[src/rtl/ttl_mux_pkg.sv]
// Shared constants and helpers for the scanning multiplexer family.
package ttl_mux_pkg;

   localparam logic MODE_MANUAL = 1'b0;
   localparam logic MODE_SCAN   = 1'b1;

   // Select width needed to address a given number of channels.
   function automatic int sel_width(input int channels);
      return (channels > 1) ? $clog2(channels) : 1;
   endfunction

endpackage

[src/rtl/ttl_scan_counter.sv]
// Channel scanner: dwell counter, current select and wrap pulse.
module ttl_scan_counter
   import ttl_mux_pkg::*;
#(
   parameter  int CHANNELS = 4,
   parameter  int DWELL    = 1,
   localparam int SEL_W    = sel_width(CHANNELS)
) (
   input  logic             clock,
   input  logic             reset,
   input  logic             mode,
   input  logic             hold,
   input  logic [SEL_W-1:0] sel,
   output logic [SEL_W-1:0] cur_sel,
   output logic             wrap
);

   localparam int               DW_W     = (DWELL > 1) ? $clog2(DWELL) : 1;
   localparam logic [DW_W-1:0]  DW_LAST  = DW_W'(DWELL - 1);
   localparam logic [SEL_W-1:0] SEL_LAST = SEL_W'(CHANNELS - 1);

   logic [DW_W-1:0]  r_d;
   logic [SEL_W-1:0] r_cur_sel;
   logic             r_wrap;
   logic             r_mode_q;

   logic [DW_W-1:0]  w_d_nxt;
   logic [SEL_W-1:0] w_sel_nxt;
   logic             w_wrap_nxt;

   // Next-state: manual follows sel, the scan-entry edge only clears the
   // dwell count, otherwise advance after DWELL unheld cycles.
   always_comb begin
      w_d_nxt    = r_d;
      w_sel_nxt  = r_cur_sel;
      w_wrap_nxt = 1'b0;
      if (mode == MODE_MANUAL) begin
         w_d_nxt   = '0;
         w_sel_nxt = sel;
      end else if (r_mode_q != MODE_SCAN) begin
         w_d_nxt = '0;
      end else if (!hold) begin
         if (r_d == DW_LAST) begin
            w_d_nxt = '0;
            // Out-of-range selects also fall through to channel 0 here.
            if (r_cur_sel >= SEL_LAST) begin
               w_sel_nxt  = '0;
               w_wrap_nxt = 1'b1;
            end else begin
               w_sel_nxt = r_cur_sel + 1'b1;
            end
         end else begin
            w_d_nxt = r_d + 1'b1;
         end
      end
   end

   // Scanner state registers.
   always_ff @(posedge clock or posedge reset) begin
      if (reset) begin
         r_d       <= '0;
         r_cur_sel <= '0;
         r_wrap    <= 1'b0;
         r_mode_q  <= MODE_MANUAL;
      end else begin
         r_d       <= w_d_nxt;
         r_cur_sel <= w_sel_nxt;
         r_wrap    <= w_wrap_nxt;
         r_mode_q  <= mode;
      end
   end

   assign cur_sel = r_cur_sel;
   assign wrap    = r_wrap;

endmodule

[src/rtl/ttl_scan_mux.sv]
// Registered N:1 multiplexer with manual or scanned channel select.
module ttl_scan_mux
   import ttl_mux_pkg::*;
#(
   parameter  int WIDTH    = 4,
   parameter  int CHANNELS = 4,
   parameter  int DWELL    = 1,
   localparam int SEL_W    = sel_width(CHANNELS)
) (
   input  logic                      clock,
   input  logic                      reset,
   input  logic                      mode,
   input  logic [SEL_W-1:0]          sel,
   input  logic                      hold,
   input  logic                      enable_n,
   input  logic [CHANNELS*WIDTH-1:0] in_flat,
   output logic [WIDTH-1:0]          out,
   output logic [SEL_W-1:0]          out_sel,
   output logic [SEL_W-1:0]          cur_sel,
   output logic                      wrap
);

   logic [SEL_W-1:0] w_cur_sel;
   logic [WIDTH-1:0] w_data;
   logic [WIDTH-1:0] r_out;
   logic [SEL_W-1:0] r_out_sel;

   ttl_scan_counter #(
      .CHANNELS (CHANNELS),
      .DWELL    (DWELL)
   ) u_counter (
      .clock   (clock),
      .reset   (reset),
      .mode    (mode),
      .hold    (hold),
      .sel     (sel),
      .cur_sel (w_cur_sel),
      .wrap    (wrap)
   );

   // Channel select; selects with no matching channel yield zero.
   always_comb begin
      w_data = '0;
      for (int unsigned c = 0; c < CHANNELS; c++) begin
         if (w_cur_sel == SEL_W'(c)) begin
            w_data = in_flat[c*WIDTH +: WIDTH];
         end
      end
      if (enable_n) begin
         w_data = '0;
      end
   end

   // Output register stage; out_sel tracks the select regardless of enable.
   always_ff @(posedge clock or posedge reset) begin
      if (reset) begin
         r_out     <= '0;
         r_out_sel <= '0;
      end else begin
         r_out     <= w_data;
         r_out_sel <= w_cur_sel;
      end
   end

   assign out     = r_out;
   assign out_sel = r_out_sel;
   assign cur_sel = w_cur_sel;

endmodule

[config.mk]
export PLATFORM = sky130hd
export DESIGN_NAME = ttl_scan_mux
export DESIGN_NICKNAME = d
export VERILOG_FILES = /design/src/rtl/ttl_mux_pkg.sv /design/src/rtl/ttl_scan_counter.sv /design/src/rtl/ttl_scan_mux.sv
export SDC_FILE = /design/constraint.sdc
export NUM_CORES = 1
export LEC_CHECK = 0
export CORE_MARGIN = 1
export CORE_UTILIZATION = 34
export DETAILED_ROUTE_END_ITERATION = 16
export PLACE_DENSITY = 0.76
export SYNTH_ARGS = -nofsm -noshare
export SYNTH_HDL_FRONTEND = slang
export SYNTH_SLANG_ARGS = --single-unit
[constraint.sdc]
create_clock -name clock -period 1.7 [get_ports clock]
set_clock_uncertainty 0.1 [all_clocks]
set_input_delay 0.255 -clock clock [delete_from_list [all_inputs] [get_ports clock]]
set_output_delay 0.255 -clock clock [all_outputs]
set_load 0.05 [all_outputs]
**Word level (Yosys, flattened, before mapping)**

Index checks and enable logic that the tools add are counted.

- Register bits after elaboration: 11
- Latch bits: 0
- Memory bits (writable): 0
- ROM bits: 0
- Bits of input ports: 23
- Output and inout bits: 9
- Logic and storage cells: 37
- Memories kept: 0

- $add $sub $neg: 2
- Multipliers: 0
- Divide/modulo/power cells: 0
- Order comparisons: 1
- Equality and inequality tests: 7
- Shift operators: 0
- Muxes and demuxes: 19
- Bitwise operators: 0
- Reduce and logical (&&, ||, !) cells: 2

Operators by type and width:

| kind | number |
|---|---|
| $mux 4 | 5 |
| $mux 2 | 5 |
| $mux 1 | 9 |
| $eq 2x2->1 const B | 2 |
| $ne 2x2->1 const B | 2 |
| $ne 3x3->1 const B | 1 |
| $reduce_and 3->1 | 1 |
| $add 2x1->2 const B | 1 |
| $eq 2x1->1 const B | 1 |
| $ge 2x2->1 const B | 1 |
| $logic_not 2->1 | 1 |
| $ne 2x1->1 const B | 1 |
| $add 1x1->1 const B | 1 |

**Depth between registers and ports, before layout**

Gate-level depths: netlist of run 1.

- Depth after elaboration: 6
- Mapped depth: 5
- Mapped depth without buffers: 5

**By module**

From an unflattened synthesis of run 1, not the netlist that was laid out.

- Cells, all modules: 31
- Area, all modules: 466.7 um2

Modules (own cells, without submodules):

| module | times used | cells an instance | area an instance (um2) | sequential area each (um2) |
|---|---|---|---|---|
| ttl_scan_mux | 1 | 15 | 276.5 | 150.1 |
| ttl_scan_counter | 1 | 16 | 190.2 | 100.1 |

**Worst setup path after synthesis of run 1**

Ideal clock, no wire load.

- Kind: register to register
- From: register u_counter.r_cur_sel[0] (netlist: u_counter.cur_sel[0])
- To: register r_out[0] (netlist: out[0])
- Setup time: 0.128 ns
- Arrival time: 1.529 ns
- Data required time: 1.472 ns
- Slack: -0.058 ns
- Stages on the path, launching flop included: 6
- Path buffers: 0
- Period minus slack after synthesis: 1.758 ns
- Cells stage by stage: dfrtp_1 -> inv_1 -> ha_1 -> nor2b_2 -> a221oi_1 -> o21ai_1

- Cells in the longest elaborated chain, start to end: 6
- Elaborated cells on any way between the ends: 9
- Those cells by class: eq/ne: 3; mux: 5; reduce/logical: 1

RTL lines:

| element | line | RTL |
|---|---|---|
| from (decl) | ttl_scan_counter.sv:23 | `logic [SEL_W-1:0] r_cur_sel;` |
| from (signal assigned) | ttl_scan_counter.sv:67 | `r_cur_sel <= w_sel_nxt;` |
| $logic_not 2->1 | ttl_scan_mux.sv:45 | `if (w_cur_sel == SEL_W'(c)) begin` |
| $mux 4 (3 in series) | ttl_scan_mux.sv:45 |  |
| $mux 4 * | ttl_scan_mux.sv:45 |  |
| $mux 4 * | ttl_scan_mux.sv:49 | `if (enable_n) begin` |
| net w_data[0] | ttl_scan_mux.sv:24 | `logic [WIDTH-1:0] w_data;` |
| to (signal assigned) | ttl_scan_mux.sv:60 | `r_out <= w_data;` |
| to (decl) | ttl_scan_mux.sv:25 | `logic [WIDTH-1:0] r_out;` |

Mark *: on every way through the listed nets, which the timed path passes. The rest lies on a longest branch.
A chain may end at the register's enable or synchronous reset.

**Final worst setup path of run 1**

- From: register u_counter.r_cur_sel[0] (netlist: u_counter.cur_sel[0])
- To: register r_out[1] (netlist: out[1])

The elaborated chain is that of the path after synthesis.

==> results of run 1 <==
## cell families (layout without fill, tap and decap cells)
group / count (synthesis) / count (layout)
DFF: 10 / 10
adders and majority gates: 4 / 4
AOI/OAI and AO/OA: 14 / 14
buffers and inverters: 4 / 38
muxes: 2 / 2
and+or+nand+nor: 13 / 13
## worst max path at each step
stage | start | to | slack, ns | depth (start not counted)
floorplan | u_counter.cur_sel[0] | out[0] | 0.12 | 5
global placement | u_counter.cur_sel[0] | out[1] | 0.17 | 5
detailed placement | u_counter.cur_sel[0] | out[1] | 0.14 | 5
CTS | u_counter.cur_sel[0] | out[1] | 0.14 | 5
global route | u_counter.cur_sel[1] | out[0] | 0.03 | 5
finish | u_counter.cur_sel[0] | out[1] | 0.12 | 5
## power by group through the flow
stage	logic, mW	registers [mW]	clock network, mW
after CTS	0.269	0.280	0.160
after global placement	0.266	0.284	0
after detailed placement	0.268	0.284	0
after global routing	0.289	0.284	0.174
after floorplan	0.0707	0.369	0
final	0.267	0.279	0.155
## cell type report
type	count	area [um^2]
clock buffer	3	22.5
fill	122	497
inverter	4	15.0
multi-input combinational	33	224
sequential	10	253
tap	15	18.8
timing repair buffer	31	288
## registers in the layout, indices dropped and copies added (netlist names)
signal	count
out	4
out_sel	2
u_counter.cur_sel	2
u_counter.r_mode_q	1
u_counter.wrap	1
## synth_stat cells
library cell	count	area (um^2)
nor2b_2	1	8.76
nand2_1	3	11.3
inv_1	4	15.0
and3_1	1	6.26
o21ai_1	3	15.0
dfrtp_1	10	250
and2b_1	1	7.51
a21oi_1	2	10.0
mux2i_1	2	20.0
nor2_1	4	15.0
nor2b_1	2	12.5
a221oi_1	4	35.0
nand3b_1	1	7.51
ha_1	4	50.1
o21ai_0	5	25.0
## routing by layer
metal | GRT usage [%] | vias to the layer above | share of wire (%) | wire length [um]
met1 | 19.4 | 207 | 42 | 471
met2 | 26.2 | 15 | 52 | 583
met5 | 0 | - | 0 | 0
met4 | 10.3 | 0 | 1.1 | 12
li1 | - | 234 | - | -
met3 | 3.33 | 2 | 4.4 | 49
## stage by stage
step	power, mW	setup WS (ns)
final	0.701	0.120
after global routing	0.747	0.0331
after CTS	0.709	0.139
after detailed placement	0.553	0.143
after global placement	0.550	0.171
after floorplan	0.440	0.124
## critical path: stages (launching register included)
cell and delay (ns):
dfrtp_2 0.42, inv_1 0.08, ha_1 0.21, nor2b_2 0.17, a221oi_1 0.36, o21ai_1 0.12
==> summary.md, run 1 <==
| Metric | Value |
|---|---|
| Status | completed |
| Htree depth | 1 |
| Reg2Reg Depth | 5 |
| 1st-iter DRT viols | 6 |
| Worst Hold Class | in -> async |
| Critical path required time | 1.73 ns |
| WL per Instance | around 12 um |
| Psw | approximately 0.24 mW |
| Combinational family with the most area after synthesis | compound AO/OA/AOI/OAI gates |
| Initial antenna violation count | 0 |
| First-pass GRT wire length | roughly 1700 um |
| Core Area | about 1300 um^2 |
| Slew headroom | approximately 74% |
| GRT Residual Overflow | 0 |
| Pre-antenna DRT Iters | 4 |
| Fmax | 0.633 GHz |
| Worst-Skew Late Latency | between 0.2 and 0.3 ns |
| Reg-to-reg slack, setup | 0.12 ns |
| CP Launch Type | flop |
| Cell area after placement | 798 um^2 |
| Row Count | 13 |
| Yosys Warn Count | 0 |
| Synth Cell Area | a little under 500 um^2 |
| Reg power frac | 39.8% |
| Via density | 4.77 |
| Simple-gate share of the synthesized area | ~14% |
| Cells after Synth | 47 |
| Mux cell area share after synthesis | around 4.1% |
| Data arrival, critical path | approximately 1.6 ns |
| Final critical-path required period | 1.58 ns |
| Deepest clock path buffer count | 2 |
| Synth Area in XOR/XNOR | 0% |
| All-Layer GR Usage | ~16% |
| ANT nets after route | 0 |
| Most common cell after layout, fill and taps aside | clkdlybuf4s50_1 |
| TNS Setup | 0 ns |
| Critical path capture point type | flop |
| CTS tree | yes |
| Share of layout cells above drive strength 1 | between 10% and 20% |
| R2r endpoint | out[1] |
| CTS sink cnt | 10 |
| Vias in the first global route | 404 |
| Port bufs | 31 |
| Die Y | about 40 um |
| Post-synthesis sequential area ratio | between 50% and 60% |
| Post-CTS setup buffer count | 0 |
| Final core occ | between 60 and 70% |
| Worst slew pin tran | between 0.3 and 0.4 ns |
| Pwr dens | 854 nW/um^2 |
| Synth Area in Adders | 10.2% |
| Half-perimeter wire length after placement | between 900 and 1000 um |
| Area growth syn-to-layout | 67.8% |
| Sw frac | about a third |
| WL final | about 1100 um |
| Clock network power share | between 20 and 25% |
| Maximum Capacitance Violations | 0 |
| Antenna diodes | 0 |
| RSZ-0062 raised after global routing | no |
| Hold Buf Count CTS | 0 |
| Max VDD drop | 0.000537 V |
| Synthesized flop and latch total | 10 |
| Final hold slack | 0.167 ns |
| Vias | approximately 460 |
| Final std cells w/o fill | 96 |
| Fin area | 821 um^2 |
| Final slew viol count | 0 |
| Synth cell types | 15 |
| Total CTS buffers | 3 |
| Count of final hold-check violations | 0 |
| Most frequent cells in the layout | clkdlybuf4s50_1 (22), buf_4 (9), dfrtp_1 (8) |
| Syn_nets | 74 |
| # resized after CTS | 0 |
| Placed Cells | 93 |
| Internal Pwr Total | 0.457 mW |
| Die W | around 40 um |
| Syn Area/Cell | about 10 um^2 |
| Root buffer cell | clkbuf_4 |
| Leakage power | approximately 0.38 nW |
| # DRC | 0 |
| Worst-path clk slew | approximately 0.070 ns |
| Synth Area in Compound Gates | 17.4% |
| Final count of negative-setup-slack endpoints | 0 |
| Crit-path max FO | 7 |
| Final Cycle Share | 92.9% |
| IO Pins | 32 |
| Initial Util | a little under two fifths |
| Gp weighted congestion | 0.641 |
| # nets final | 110 |
| Largest net degree at the start of global routing | 11 |
| Reg2reg start | u_counter.cur_sel[0] |
| CP Class | reg -> reg |
| Combinational share of power | approximately two fifths |
| Die area | 1590 um^2 |
No activity file was read; power rests on OpenSTA's default activity.
==> run 2: changes to the inputs <==
--- a/config.mk
+++ b/config.mk
@@ -5,7 +5,6 @@
 export SDC_FILE = /design/constraint.sdc
 export NUM_CORES = 1
 export LEC_CHECK = 0
-export CORE_MARGIN = 1
 export CORE_UTILIZATION = 34
 export DETAILED_ROUTE_END_ITERATION = 16
 export PLACE_DENSITY = 0.76
==> results of run 2 <==
Same layout as run 1: the final DEF is identical, and so are final timing and power.
